[config.mk]
export PLATFORM = sky130hd
export DESIGN_NAME = shift_issuer
export DESIGN_NICKNAME = d
export VERILOG_FILES = /design/src/rtl/shift_issuer.sv
export SDC_FILE = /design/constraint.sdc
export NUM_CORES = 1
export LEC_CHECK = 0
export BUFFER_PORTS_ARGS = -buffer_cell sky130_fd_sc_hd__buf_2
export CAP_MARGIN = 20
export CORE_AREA = 5 5 152 154
export CTS_CLUSTER_DIAMETER = 40
export DETAILED_ROUTE_END_ITERATION = 16
export DIE_AREA = 0 0 157 159
export HOLD_SLACK_MARGIN = 0.1
export SYNTH_ARGS = -nofsm -noshare
export SYNTH_HDL_FRONTEND = slang
export SYNTH_SLANG_ARGS = --single-unit
[constraint.sdc]
create_clock -name clk -period 2.09 [get_ports clk]
set_clock_uncertainty 0.1 [all_clocks]
set_input_delay 0.1045 -clock clk [delete_from_list [all_inputs] [get_ports clk]]
set_output_delay 0.1045 -clock clk [all_outputs]
set_load 0.03 [all_outputs]
[src/rtl/shift_issuer.sv]
// shift_issuer: initiator side of the shifter stb/ack handshake.
// Takes decoded eBPF LSH/RSH/ARSH (ALU64 and ALU32) instructions, prepares the
// shifter operand and masked count, issues a single strobe, waits for ack and
// returns the formatted result as a one-cycle register write-back.
// Optional build macro: SHIFT_TIMEOUT_EN -- abort WAIT after timeout_cycles
// cycles without ack, pulsing err and producing no write-back.
module shift_issuer #(
    parameter int data_width     = 64,
    parameter int reg_addr_width = 4,
    parameter int timeout_cycles = 16
) (
    input  logic                      clk,
    input  logic                      rst_n,
    input  logic                      req_valid,
    output logic                      req_ready,
    input  logic [1:0]                req_op,
    input  logic                      req_is32,
    input  logic [reg_addr_width-1:0] req_dst,
    input  logic [data_width-1:0]     req_value,
    input  logic [data_width-1:0]     req_shift,
    output logic                      sh_stb,
    output logic                      sh_arith,
    output logic                      sh_left,
    output logic [data_width-1:0]     sh_value,
    output logic [data_width-1:0]     sh_shift,
    input  logic [data_width-1:0]     sh_out,
    input  logic                      sh_ack,
    output logic                      wb_valid,
    output logic [reg_addr_width-1:0] wb_dst,
    output logic [data_width-1:0]     wb_data,
    output logic                      err
);

    localparam logic [1:0] OP_LSH  = 2'd0;
    localparam logic [1:0] OP_ARSH = 2'd2;
    localparam logic [1:0] OP_ILL  = 2'd3;

    typedef enum logic [1:0] {
        IDLE  = 2'd0,
        ISSUE = 2'd1,
        WAIT  = 2'd2,
        DONE  = 2'd3
    } state_t;

    state_t state_q, state_d;

    // Destination and operand class travel with the instruction until write-back.
    logic [reg_addr_width-1:0] dst_q;
    logic                      is32_q;

    logic xfer;
    logic legal_xfer;
    logic illegal_xfer;
    logic timeout_hit;

    // eBPF masks the count to the operand width: 6 bits for ALU64, 5 for ALU32.
    function automatic logic [data_width-1:0] mask_shift(
        input logic [data_width-1:0] shift,
        input logic                  is32
    );
        logic [data_width-1:0] m;
        if (is32) m = data_width'(shift[4:0]);
        else      m = data_width'(shift[5:0]);
        return m;
    endfunction

    // ALU32 operands are widened so the 64-bit shifter yields the correct low
    // word: sign-extend for ARSH (sign bit feeds in), zero-extend otherwise.
    function automatic logic [data_width-1:0] prep_value(
        input logic [data_width-1:0] value,
        input logic                  is32,
        input logic [1:0]            op
    );
        logic [data_width-1:0] v;
        if (!is32)            v = value;
        else if (op == OP_ARSH) v = {{(data_width-32){value[31]}}, value[31:0]};
        else                  v = {{(data_width-32){1'b0}}, value[31:0]};
        return v;
    endfunction

    // ALU32 results always zero the upper word of the destination register.
    function automatic logic [data_width-1:0] format_result(
        input logic [data_width-1:0] res,
        input logic                  is32
    );
        logic [data_width-1:0] r;
        if (is32) r = {{(data_width-32){1'b0}}, res[31:0]};
        else      r = res;
        return r;
    endfunction

    assign req_ready    = (state_q == IDLE);
    assign xfer         = req_valid && req_ready;
    assign legal_xfer   = xfer && (req_op != OP_ILL);
    assign illegal_xfer = xfer && (req_op == OP_ILL);

`ifdef SHIFT_TIMEOUT_EN
    localparam int CNT_W = $clog2(timeout_cycles + 1);

    logic [CNT_W-1:0] wait_cnt;

    // Counts cycles spent in WAIT; cleared whenever the FSM is about to enter it.
    always_ff @(posedge clk) begin
        if (!rst_n) begin
            wait_cnt <= '0;
        end else if (state_q == ISSUE) begin
            wait_cnt <= '0;
        end else if (state_q == WAIT) begin
            wait_cnt <= wait_cnt + 1'b1;
        end
    end

    assign timeout_hit = (state_q == WAIT) && !sh_ack &&
                         (wait_cnt == CNT_W'(timeout_cycles - 1));
`else
    assign timeout_hit = 1'b0;
`endif

    // Next-state logic for the issue/wait handshake.
    always_comb begin
        state_d = state_q;
        case (state_q)
            IDLE:    if (legal_xfer) state_d = ISSUE;
            ISSUE:   state_d = WAIT;
            WAIT: begin
                if (sh_ack)           state_d = DONE;
                else if (timeout_hit) state_d = IDLE;
            end
            DONE:    state_d = IDLE;
            default: state_d = IDLE;
        endcase
    end

    // State register plus registered shifter, write-back and error outputs.
    always_ff @(posedge clk) begin
        if (!rst_n) begin
            state_q  <= IDLE;
            sh_stb   <= 1'b0;
            sh_arith <= 1'b0;
            sh_left  <= 1'b0;
            sh_value <= '0;
            sh_shift <= '0;
            wb_valid <= 1'b0;
            wb_dst   <= '0;
            wb_data  <= '0;
            err      <= 1'b0;
        end else begin
            state_q <= state_d;
            // Strobe is high only while in ISSUE; never held into WAIT since
            // the shifter would restart on a strobe seen in its ack cycle.
            sh_stb   <= (state_q == IDLE) && legal_xfer;
            wb_valid <= (state_q == WAIT) && sh_ack;
            err      <= illegal_xfer || timeout_hit;
            // Shifter inputs change only on acceptance, so they stay stable
            // through ISSUE and WAIT until the ack arrives.
            if (legal_xfer) begin
                sh_left  <= (req_op == OP_LSH);
                sh_arith <= (req_op == OP_ARSH);
                sh_shift <= mask_shift(req_shift, req_is32);
                sh_value <= prep_value(req_value, req_is32, req_op);
            end
            if ((state_q == WAIT) && sh_ack) begin
                wb_data <= format_result(sh_out, is32_q);
                wb_dst  <= dst_q;
            end
        end
    end

    // Instruction context captured on acceptance; never observed before then.
    always_ff @(posedge clk) begin
        if (legal_xfer) begin
            dst_q  <= req_dst;
            is32_q <= req_is32;
        end
    end

endmodule

==> results of run 1 <==
[worst paths after layout]
path                                     end  cells past startpoint        start
worst max register to register    state_q[1]                      6   state_q[1]
worst max-delay path              state_q[1]                      6   state_q[1]
worst min-delay path            sh_value[53]                      3     req_is32
worst min register to register   wb_data[22]                      2  wb_data[22]
[cell families after synthesis]
family / synth area share [%]
AO/OA/AOI/OAI: 21.4
AND/OR/NAND/NOR: 13.6
other: 0.0636
buffers and inverters: 12.3
multiplexers: 0.170
adder cells (fa/ha/maj): 0.636
flip-flops: 51.7
[state kept, by name, summed over array words and instances, names as in the netlist]
name      cells
sh_value     64
sh_left       1
state_q       2
err           1
is32_q        1
sh_arith      1
wb_dst        4
wb_data      64
sh_stb        1
wb_valid      1
dst_q         4
sh_shift      6
[power by group]
| part | internal [W] | switching [W] | leakage (nW) | total [W] |
|---|---|---|---|---|
| Sequential | 0.00333 | 0.000211 | 1.23 | 0.00354 |
| Combinational | 0.00115 | 0.00217 | 2.79 | 0.00331 |
| Clock | 0.00162 | 0.00133 | 0.265 | 0.00296 |
[final cells by class]
class | instances | area [sq um]
Antenna cell | 2 | 5.00
Clock buffer | 19 | 454
Clock inverter | 13 | 111
Fill cell | 2041 | 12200
Inverter | 4 | 15.0
Multi-Input combinational cell | 407 | 2340
Sequential cell | 150 | 3050
Tap cell | 280 | 350
Timing Repair Buffer | 446 | 3020
[per-stage QoR]
stage          worst slack, ns  instances  utilization (%)  area (sq um)
3_5_place_dp             0.233       1144             34.1          7350
3_3_place_gp             0.239       1144             34.1          7350
5_1_grt                 0.0154       1321             43.4          9350
4_1_cts                 0.0803       1319             43.4          9350
2_1_floorplan            0.344        671                -          6110
6_report                 0.152       1321             43.4          9350
[cells in the final DEF, fill, tap and decap left out, drive strengths merged]
cell	count
buf	303
and2b	2
clkinv	3
nor3	1
or3	1
nand3	39
a21boi	1
nor2b	31
clkbuf	19
inv	10
o21ai	38
o221a	34
or2	1
diode	2
a21oi	74
dfxtp	145
dlygate4sd3	143
conb	58
mux2i	1
ha	3
nand2	79
nor2	6
edfxtp	5
clkinvlp	4
and2	3
o32ai	1
a221oi	1
nand2b	1
a22o	32
[worst reg2reg max path: stages, from the launching register on]
cell and delay, ns:
dfxtp_1 0.36, inv_1 0.08, ha_2 0.22, nor2b_1 0.15, a221oi_2 0.19, dlygate4sd3_1 0.60
mux2i_1 0.17
[repair_timing]
action                                  in CTS  in global routing
resized for setup                            0                  1
hold buffers                               143                  0
endpoints found under the setup margin       0                  1
hold endpoints to repair                   142                  0
[metal layers]
layer / up-vias / GRT usage (%) / wire length [um]
met4: 0 / 5.44 / 478
met2: 250 / 26.6 / 9830
met1: 2754 / 17.4 / 8130
li1: 2862 / - / -
met5: - / 0 / 0
met3: 34 / 4.59 / 1550
==> results.md, run 1 <==
- Max rail drop VDD: 0.453 mV
- P per Cell Area: 1050 nW/um^2
- Worst skew pair latency: 0.40 ns
- IO buf count: 288
- CTS tree: yes
- Setup bufs post-CTS: 0
- DR WL/cell: 15.1 um
- Share of the clock period used by the worst path: 92.7%
- Largest net degree at the start of global routing: 50
- Post-route minimum period: 1.94 ns
- Top delay family on crit path: buffers and inverters
- Max Slew Vio Count: 0
- FP Rows: 54
- Ys async rst share: 0%
- CTS Buf Count: 17
- Startpoint types: flip-flop
- CP arrival: 2.18 ns
- Slew @ Worst Pin: 0.806 ns
- Top-count cell post-synth: dfxtp_1
- Gr usage total: 15.2%
- Achievable Freq: 516 MHz
- RSZ-0062 raised after global routing: no
- Clk sinks: 150
- Yosys warnings: 0
- Remaining global-route overflow: 0
- Die W: 157 um
- Starting Density: 27.4%
- Post-Syn Instances: 614
- Yosys cell types: 34
- Vias: 5900
- CORE AREA: 21600 sq um
- Leading area contributor after synthesis: dfxtp_1
- Htree depth: 4
- Synth Cell Area: 5900 sq um
- First-pass GRT wire length: 30.9 mm
- Max-slew headroom at the worst pin: 46.1%
- Initial DRC count: 359
- Post-synth top cells: dfxtp_1 (145), nand2_1 (78), a21oi_1 (74), buf_4 (61)
- Crit path buf inv count: 2
- Largest cells by area after synthesis: dfxtp_1 (49%), buf_4 (7.8%), o221a_1 (6.5%)
- P_leak: 4.28 nW
- Slowest CP cell: dlygate4sd3_1
- Total negative slack: 0 ns
- Final ANT Viol Nets: 0
- Worst Path Max Fanout: 6
- Final GP Congestion: 0.760
- Final setup fails: 0
- Layout area overhead: 58.6%
- Final WL: 20.0 mm
- Register area share after synthesis: 51.7%
- Hold WC Path Type: input pin to flip-flop
- Max Cap Viol: 0
- I/O Pins: 405
- Post-synthesis register bit count: 150
- Final hold slack: 0.127 ns
- Status: finished, final reports clean
- Endpoints failing hold: 0
- Die area: 25000 sq um
- Slowest stage delay, CP: 0.60 ns
- Maximum clock insertion buffer count: 2
- Total power: 0.00981 W
- CP Capture Type: flip-flop
- CP cell instances: inv_1, ha_2, nor2b_1, a221oi_2, dlygate4sd3_1, mux2i_1
- Critical Path RT: 2.33 ns
- Vias in the first global route: 5947
- Top_reg_cell synth: dfxtp_1
- Flop2flop setup slack: 0.15 ns
- Hpwl dp: 12.6 mm
- Initial antenna violation count: 2
- Setup CP Type: flip-flop to flip-flop
- DRC Markers: 0
- Drt first pass iters: 4
- Top-area cell type share of the netlist area: 49.2%
- Clk root buf: clkbuf_16
- Vias per cell: 4.47
- Share of layout cells above drive strength 1: 33.3%
- Clock transition at path regs: 0.07 ns
- Number of enable flip-flop cells after synthesis: 5
- Mean Syn Cell Area: 9.61 sq um
- Nets: 1232
- Overall die height: 159 um
Note: power is estimated with default switching activity, not from simulation.
==> run 2: changes to the inputs <==
--- a/config.mk
+++ b/config.mk
@@ -12,6 +12,7 @@
 export DETAILED_ROUTE_END_ITERATION = 16
 export DIE_AREA = 0 0 157 159
 export HOLD_SLACK_MARGIN = 0.1
+export PLACE_DENSITY = 0.53
 export SYNTH_ARGS = -nofsm -noshare
 export SYNTH_HDL_FRONTEND = slang
 export SYNTH_SLANG_ARGS = --single-unit
==> constraint.sdc (replaced) <==
create_clock -name clk -period 1.9 [get_ports clk]
set_clock_uncertainty 0.1 [all_clocks]
set_input_delay 0.095 -clock clk [delete_from_list [all_inputs] [get_ports clk]]
set_output_delay 0.095 -clock clk [all_outputs]
set_load 0.03 [all_outputs]
==> results.md, run 2 (synthesis gave the netlist of run 1 again) <==
- Max Slew Vio Count: 0 (unchanged)
- Pint: 0.00699 W (+15%)
- Most frequent cells in the layout: buf_2 (288), dlygate4sd3_1 (146), dfxtp_1 (145)
- Share of the clock period used by the worst path: 91.5% (-1.3 points)
- First-pass GRT wire length: 31.2 mm (+1.2%)
- RSZ-0062 raised after global routing: no
- Worst Path Max Fanout: 36 (+30)
- CTS Buf Count: 17 (unchanged)
- Startpoint types: flip-flop
- Nets: 1237 (+0.41%)
- CP Capture Type: flip-flop
- Sw Ratio: 36.2% (-1.7 points)
- Gr usage total: 15.4% (+0.17 points)
- Comb pwr share: 33.0% (-0.8 points)
- Max rail drop VDD: 0.476 mV (+4.9%)
- Hold WC Path Type: input pin to flip-flop
- Overall die height: 159 um (unchanged)
- Final ANT Viol Nets: 0 (unchanged)
- Setup CP Type: flip-flop to flip-flop
- Critical Path RT: 2.14 ns (-0.19 ns)
- Final GP Congestion: 0.736 (-3.2%)
- I/O Pins: 405 (unchanged)
- Final WL: 20.3 mm (+1.7%)
- Most common cell after layout, fill and taps aside: buf_2
- Vias in the first global route: 5820 (-2.1%)
- Worst skew pair latency: 0.41 ns (about the same)
- Final setup fails: 0 (unchanged)
- Maximum clock insertion buffer count: 2 (unchanged)
- Initial antenna violation count: 1 (-1)
- Status: finished, final reports clean
- Clock transition at path regs: 0.06 ns (about the same)
- Fill cells: 2066 (+1.2%)
- Register share of total power: 35.3% (-0.8 points)
- DR WL/cell: 15.3 um (+1.4%)
- CP arrival: 1.98 ns (-0.20 ns)
- Die W: 157 um (unchanged)
- Starting Density: 27.4% (unchanged)
- Final hold slack: 0.166 ns (+0.0389 ns)
- Clk sinks: 150 (unchanged)
- DRC Markers: 0 (unchanged)
- Clk root buf: clkbuf_16
- P_leak: 4.36 nW (+1.8%)
- Remaining global-route overflow: 0 (unchanged)
- Largest net degree at the start of global routing: 44 (-12%)
- Clock power share: 31.7% (+1.6 points)
- Htree depth: 4 (unchanged)
- Hpwl dp: 12.7 mm (+0.52%)
- Max Cap Viol: 0 (unchanged)
- IO buf count: 288 (unchanged)
- CTS tree: yes
- Achievable Freq: 575 MHz (+12%)
- Vias per cell: 4.36 (-2.3%)
- CORE AREA: 21600 sq um (unchanged)
- Initial DRC count: 302 (-16%)
- Post-route minimum period: 1.74 ns (-0.200 ns)
- Share of layout cells above drive strength 1: 33.2% (-0.064 points)
- Endpoints failing hold: 0 (unchanged)
- Die area: 25000 sq um (unchanged)
- Drt first pass iters: 4 (unchanged)
- NetSw: 0.00396 W (+6.6%)
- Layout area overhead: 61.1%
- Total negative slack: 0 ns (unchanged)
- Largest registers: sh_value: 64 flops, wb_data: 64 flops, sh_shift: 6 flops
- Vias: 5779 (-2.1%)
- FP Rows: 54 (unchanged)
- P per Cell Area: 1150 nW/um^2 (+9.8%)
[run 2: cell types whose count changed in the layout (fill, tap and decap cells not counted), sizes merged]
cell | before | now
dlygate4sd3 | 143 | 146
bufinv | 0 | 2
inv | 10 | 8
buf | 303 | 304
clkbuf | 19 | 20
clkinv | 3 | 2
diode | 2 | 1
nor2 | 6 | 7
[run 2: worst max-delay path: stages (launching register included)]
cell and delay [ns]:
dfxtp_1 0.31, inv_1 0.10, ha_1 0.32, nand2_2 0.18, buf_12 0.21, or3_1 0.31, a21oi_1 0.13
[run 2: through the flow]
step	power (W)	worst slack (ns)	cell area, sq um	cells	util [%]
floorplan	0.00644	0.154	6110	671	-
global placement	0.00730	0.102	7420	1145	34.4
detailed placement	0.00731	0.0955	7420	1145	34.4
CTS	0.0111	0.0701	9490	1323	44.0
global route	0.0116	0.00284	9510	1325	44.1
finish	0.0109	0.162	9510	1325	44.1
[run 2: worst paths after layout]
kind	start	slack [ns]	cells past startpoint	to
min	rst_n	0.17	3	state_q[0]
min reg2reg	wb_dst[3]	0.35	2	wb_dst[3]
max reg2reg	state_q[0]	0.16	6	sh_left
max	state_q[0]	0.16	6	sh_left
[run 2: power by group through the flow]
stage          logic, W  registers (W)  clock network [W]
2_1_floorplan   0.00161        0.00483                  0
3_3_place_gp    0.00338        0.00392                  0
3_5_place_dp    0.00339        0.00392                  0
4_1_cts         0.00364        0.00386            0.00360
5_1_grt         0.00390        0.00392            0.00374
6_report        0.00362        0.00386            0.00347
[run 2: area by class of cell]
cell class / instances / area (sq um) / area share [%]
timing repair buffer: 450 / 3130 / 32.9
sequential: 150 / 3050 / 32.1
multi-input combinational: 408 / 2350 / 24.7
clock buffer: 20 / 468 / 4.92
tap: 280 / 350 / 3.69
clock inverter: 12 / 139 / 1.46
inverter: 4 / 15.0 / 0.158
antenna: 1 / 2.50 / 0.0263
[run 2: repair_timing]
action,4_1_cts,5_1_grt
hold buffers,146,0
buffers inserted,0,0
resized for setup,0,2
endpoints found under the setup margin,0,32
endpoints found under the hold margin,143,0
[run 2: per-layer routing]
| layer | global-route usage, % | part of all wire (%) | vias to the layer above | routed length, um |
|---|---|---|---|---|
| met1 | 18.3 | 42 | 2664 | 8460 |
| li1 | - | - | 2866 | - |
| met3 | 4.70 | 7.8 | 30 | 1590 |
| met2 | 26.6 | 49 | 219 | 9910 |
| met4 | 4.46 | 1.9 | 0 | 378 |
| met5 | 0 | 0 | - | 0 |
==> run 3: changes to the inputs <==
==> config.mk (replaced) <==
export PLATFORM = sky130hd
export DESIGN_NAME = shift_issuer
export DESIGN_NICKNAME = d
export VERILOG_FILES = /design/src/rtl/shift_issuer.sv
export SDC_FILE = /design/constraint.sdc
export NUM_CORES = 1
export LEC_CHECK = 0
export CAP_MARGIN = 20
export CORE_AREA = 5 5 154 156
export CTS_CLUSTER_DIAMETER = 40
export DETAILED_ROUTE_END_ITERATION = 16
export DIE_AREA = 0 0 159 161
export DONT_BUFFER_PORTS = 1
export HOLD_SLACK_MARGIN = 0.1
export PLACE_DENSITY = 0.36
export SYNTH_ARGS = -nofsm -noshare
export SYNTH_HDL_FRONTEND = slang
export SYNTH_SLANG_ARGS = --single-unit
==> results.md, run 3 (synthesis gave the netlist of run 1 again) <==
- Pint: 0.00630 W (-9.8%)
- Overall die height: 161 um (+1.3%)
- Sw Ratio: 38.2% (+2.0 points)
- Max Slew Vio Count: 0 (unchanged)
- Final setup fails: 0 (unchanged)
- CP Capture Type: flip-flop
- Share of layout cells above drive strength 1: 9.14% (-24 points)
- Register Area: 3050 sq um (unchanged)
- Hpwl dp: 12.0 mm (-4.9%)
- Slowest CP cell: dfxtp_1
- Layout area overhead: 42.1%
- Initial antenna violation count: 0 (-1)
- R2r endpoint: sh_value[42]
- Most common cell after layout, fill and taps aside: dlygate4sd3_1
- Post-placement cell area: 5920 sq um (-20%)
- Htree depth: 4 (unchanged)
- Gr usage total: 13.9% (-1.5 points)
- CP cell instances: inv_1, buf_4, ha_2, and2_4, nand3_2, buf_4, o221a_1
- Diodes inserted: 0 (-1)
- Die area: 25600 sq um (+2.5%)
- Nets: 992 (-20%)
- Hold_sp: req_dst[0]
- Final ANT Viol Nets: 0 (unchanged)
- Worst Path Max Fanout: 32 (-11%)
- Register share of total power: 47.4% (+12 points)
- NetSw: 0.00390 W (-1.6%)
- Largest net degree at the start of global routing: 54 (+23%)
- Slowest stage delay, CP: 0.32 ns (about the same)
- P_leak: 3.21 nW (-26%)
- Share of the clock period used by the worst path: 95.4% (+4.0 points)
- Most frequent CP cell: buf_4
- Initial DRC count: 206 (-32%)
- Comb pwr share: 21.9% (-11 points)
- Die W: 159 um (+1.3%)
- Hold depth: 1 (-2)
- Total power: 0.0102 W (-6.8%)
- Starting Density: 26.5% (-0.83 points)
- Startpoint types: flip-flop
- Clock transition at path regs: 0.06 ns (about the same)
- Worst r2r src: state_q[0]
- FP Rows: 55 (+1.9%)
- Achievable Freq: 552 MHz (-4.2%)
- DR WL/cell: 17.5 um (+14%)
- RSZ-0062 raised after global routing: no
- Clk root buf: clkbuf_16
- Maximum clock insertion buffer count: 2 (unchanged)
- Post-route minimum period: 1.81 ns (+0.0754 ns)
- Clock power share: 30.7% (-1.0 points)
- Largest registers: sh_value: 64 flops, wb_data: 64 flops, sh_shift: 6 flops
- Final Instance Area: 8380 sq um (-12%)
- CORE AREA: 22200 sq um (+3.1%)
- Hold WC Path Type: input pin to flip-flop
- Max rail drop VDD: 0.436 mV (-8.3%)
- Critical Path RT: 2.10 ns (-0.04 ns)
- Max-slew headroom at the worst pin: 60.1%
- CTS Buf Count: 17 (unchanged)
- CP arrival: 2.01 ns (+0.03 ns)
- First-pass GRT wire length: 28.8 mm (-7.8%)
- Vias in the first global route: 5030 (-14%)
- Drt first pass iters: 4 (unchanged)
- Area of the multi-input gates: 2350 sq um (about the same)
- Final GP Congestion: 0.761 (+3.3%)
- I/O Pins: 405 (unchanged)
- Slew @ Worst Pin: 0.599 ns
- Cells on worst reg2reg path: 7 (+1)
- Worst min-delay path endpoint: dst_q[0]
- Max Cap Viol: 0 (unchanged)
- Worst skew pair latency: 0.41 ns (about the same)
- Clk sinks: 150 (unchanged)
- P per Cell Area: 1220 nW/um^2 (+5.7%)
- IO buf count: 0 (-100%)
- Remaining global-route overflow: 0 (unchanged)
- Most frequent cells in the layout: dlygate4sd3_1 (176), dfxtp_1 (145), nand2_1 (78)
- Final WL: 19.0 mm (-6.7%)
- Flop2flop setup slack: 0.09 ns (-0.08 ns)
- Fill cells: 2163 (+4.7%)
- Status: finished, final reports clean
- Vias: 5008 (-13%)
- Setup CP Type: flip-flop to flip-flop
- DRC Markers: 0 (unchanged)
- CTS tree: yes
- Endpoints failing hold: 0 (unchanged)
- Vias per cell: 4.62 (+5.9%)
==> run 3: timing repair <==
item	in CTS	in global routing
hold buffers	178	0
gates resized for setup	3	2
endpoints found under the setup margin	64	72
hold endpoints to repair	146	0
pin swaps	1	1
gates cloned	1	0
setup buffers	0	9
==> run 3: power by group through the flow <==
stage | Combinational, W | Sequential (W) | Clock [W]
6_report | 0.00223 | 0.00484 | 0.00313
5_1_grt | 0.00245 | 0.00489 | 0.00341
4_1_cts | 0.00215 | 0.00485 | 0.00328
3_5_place_dp | 0.00180 | 0.00491 | 0
3_3_place_gp | 0.00173 | 0.00492 | 0
2_1_floorplan | 0.00161 | 0.00483 | 0
==> run 3: final cells by class <==
cell class              count  area share, %
flip-flops and latches    150           36.4
multi-input cells         408           28.1
repair buffers            205           24.6
clock buffers              17           5.08
well taps                 285           4.26
clock inverters            15           1.40
inverters                   4          0.179
==> run 3: per-layer routing <==
layer | routed length (um) | GRT usage (%) | up-vias | share of wire, %
li1 | - | - | 2376 | -
met1 | 7210 | 15.1 | 2359 | 38
met2 | 9380 | 23.5 | 234 | 49
met3 | 1830 | 6.33 | 39 | 9.7
met4 | 538 | 5.89 | 0 | 2.8
met5 | 0 | 0 | - | 0
==> run 3: worst max-delay path by stage <==
stage	startpoint	to	cells after the start
2_1_floorplan	state_q[0]	sh_value[32]	6
6_report	state_q[0]	sh_value[42]	7
4_1_cts	state_q[0]	sh_value[42]	7
3_5_place_dp	state_q[0]	wb_data[62]	6
3_3_place_gp	state_q[0]	wb_data[40]	5
5_1_grt	state_q[0]	sh_value[5]	7
==> run 3: critical path: cells and delay by family (launching register included) <==
family	cells	cell delay, ns
adders and majority gates	1	0.25
buffers and inverters	3	0.43
and+or+nand+nor	2	0.31
AOI/OAI and AO/OA	1	0.27
DFF	1	0.32
==> run 3: through the flow <==
| step | hold slack (ns) | cells | TNS, ns | util [%] | worst slack [ns] |
|---|---|---|---|---|---|
| floorplan | 0.0939 | 671 | 0 | - | 0.154 |
| global placement | 0.0942 | 863 | -2.44 | 26.6 | -0.0828 |
| detailed placement | 0.0941 | 864 | -1.31 | 26.6 | -0.0464 |
| CTS | 0.193 | 1075 | 0 | 37.3 | 0.0507 |
| global route | 0.174 | 1084 | 0 | 37.7 | 0.00152 |
| finish | 0.207 | 1084 | 0 | 37.7 | 0.0868 |
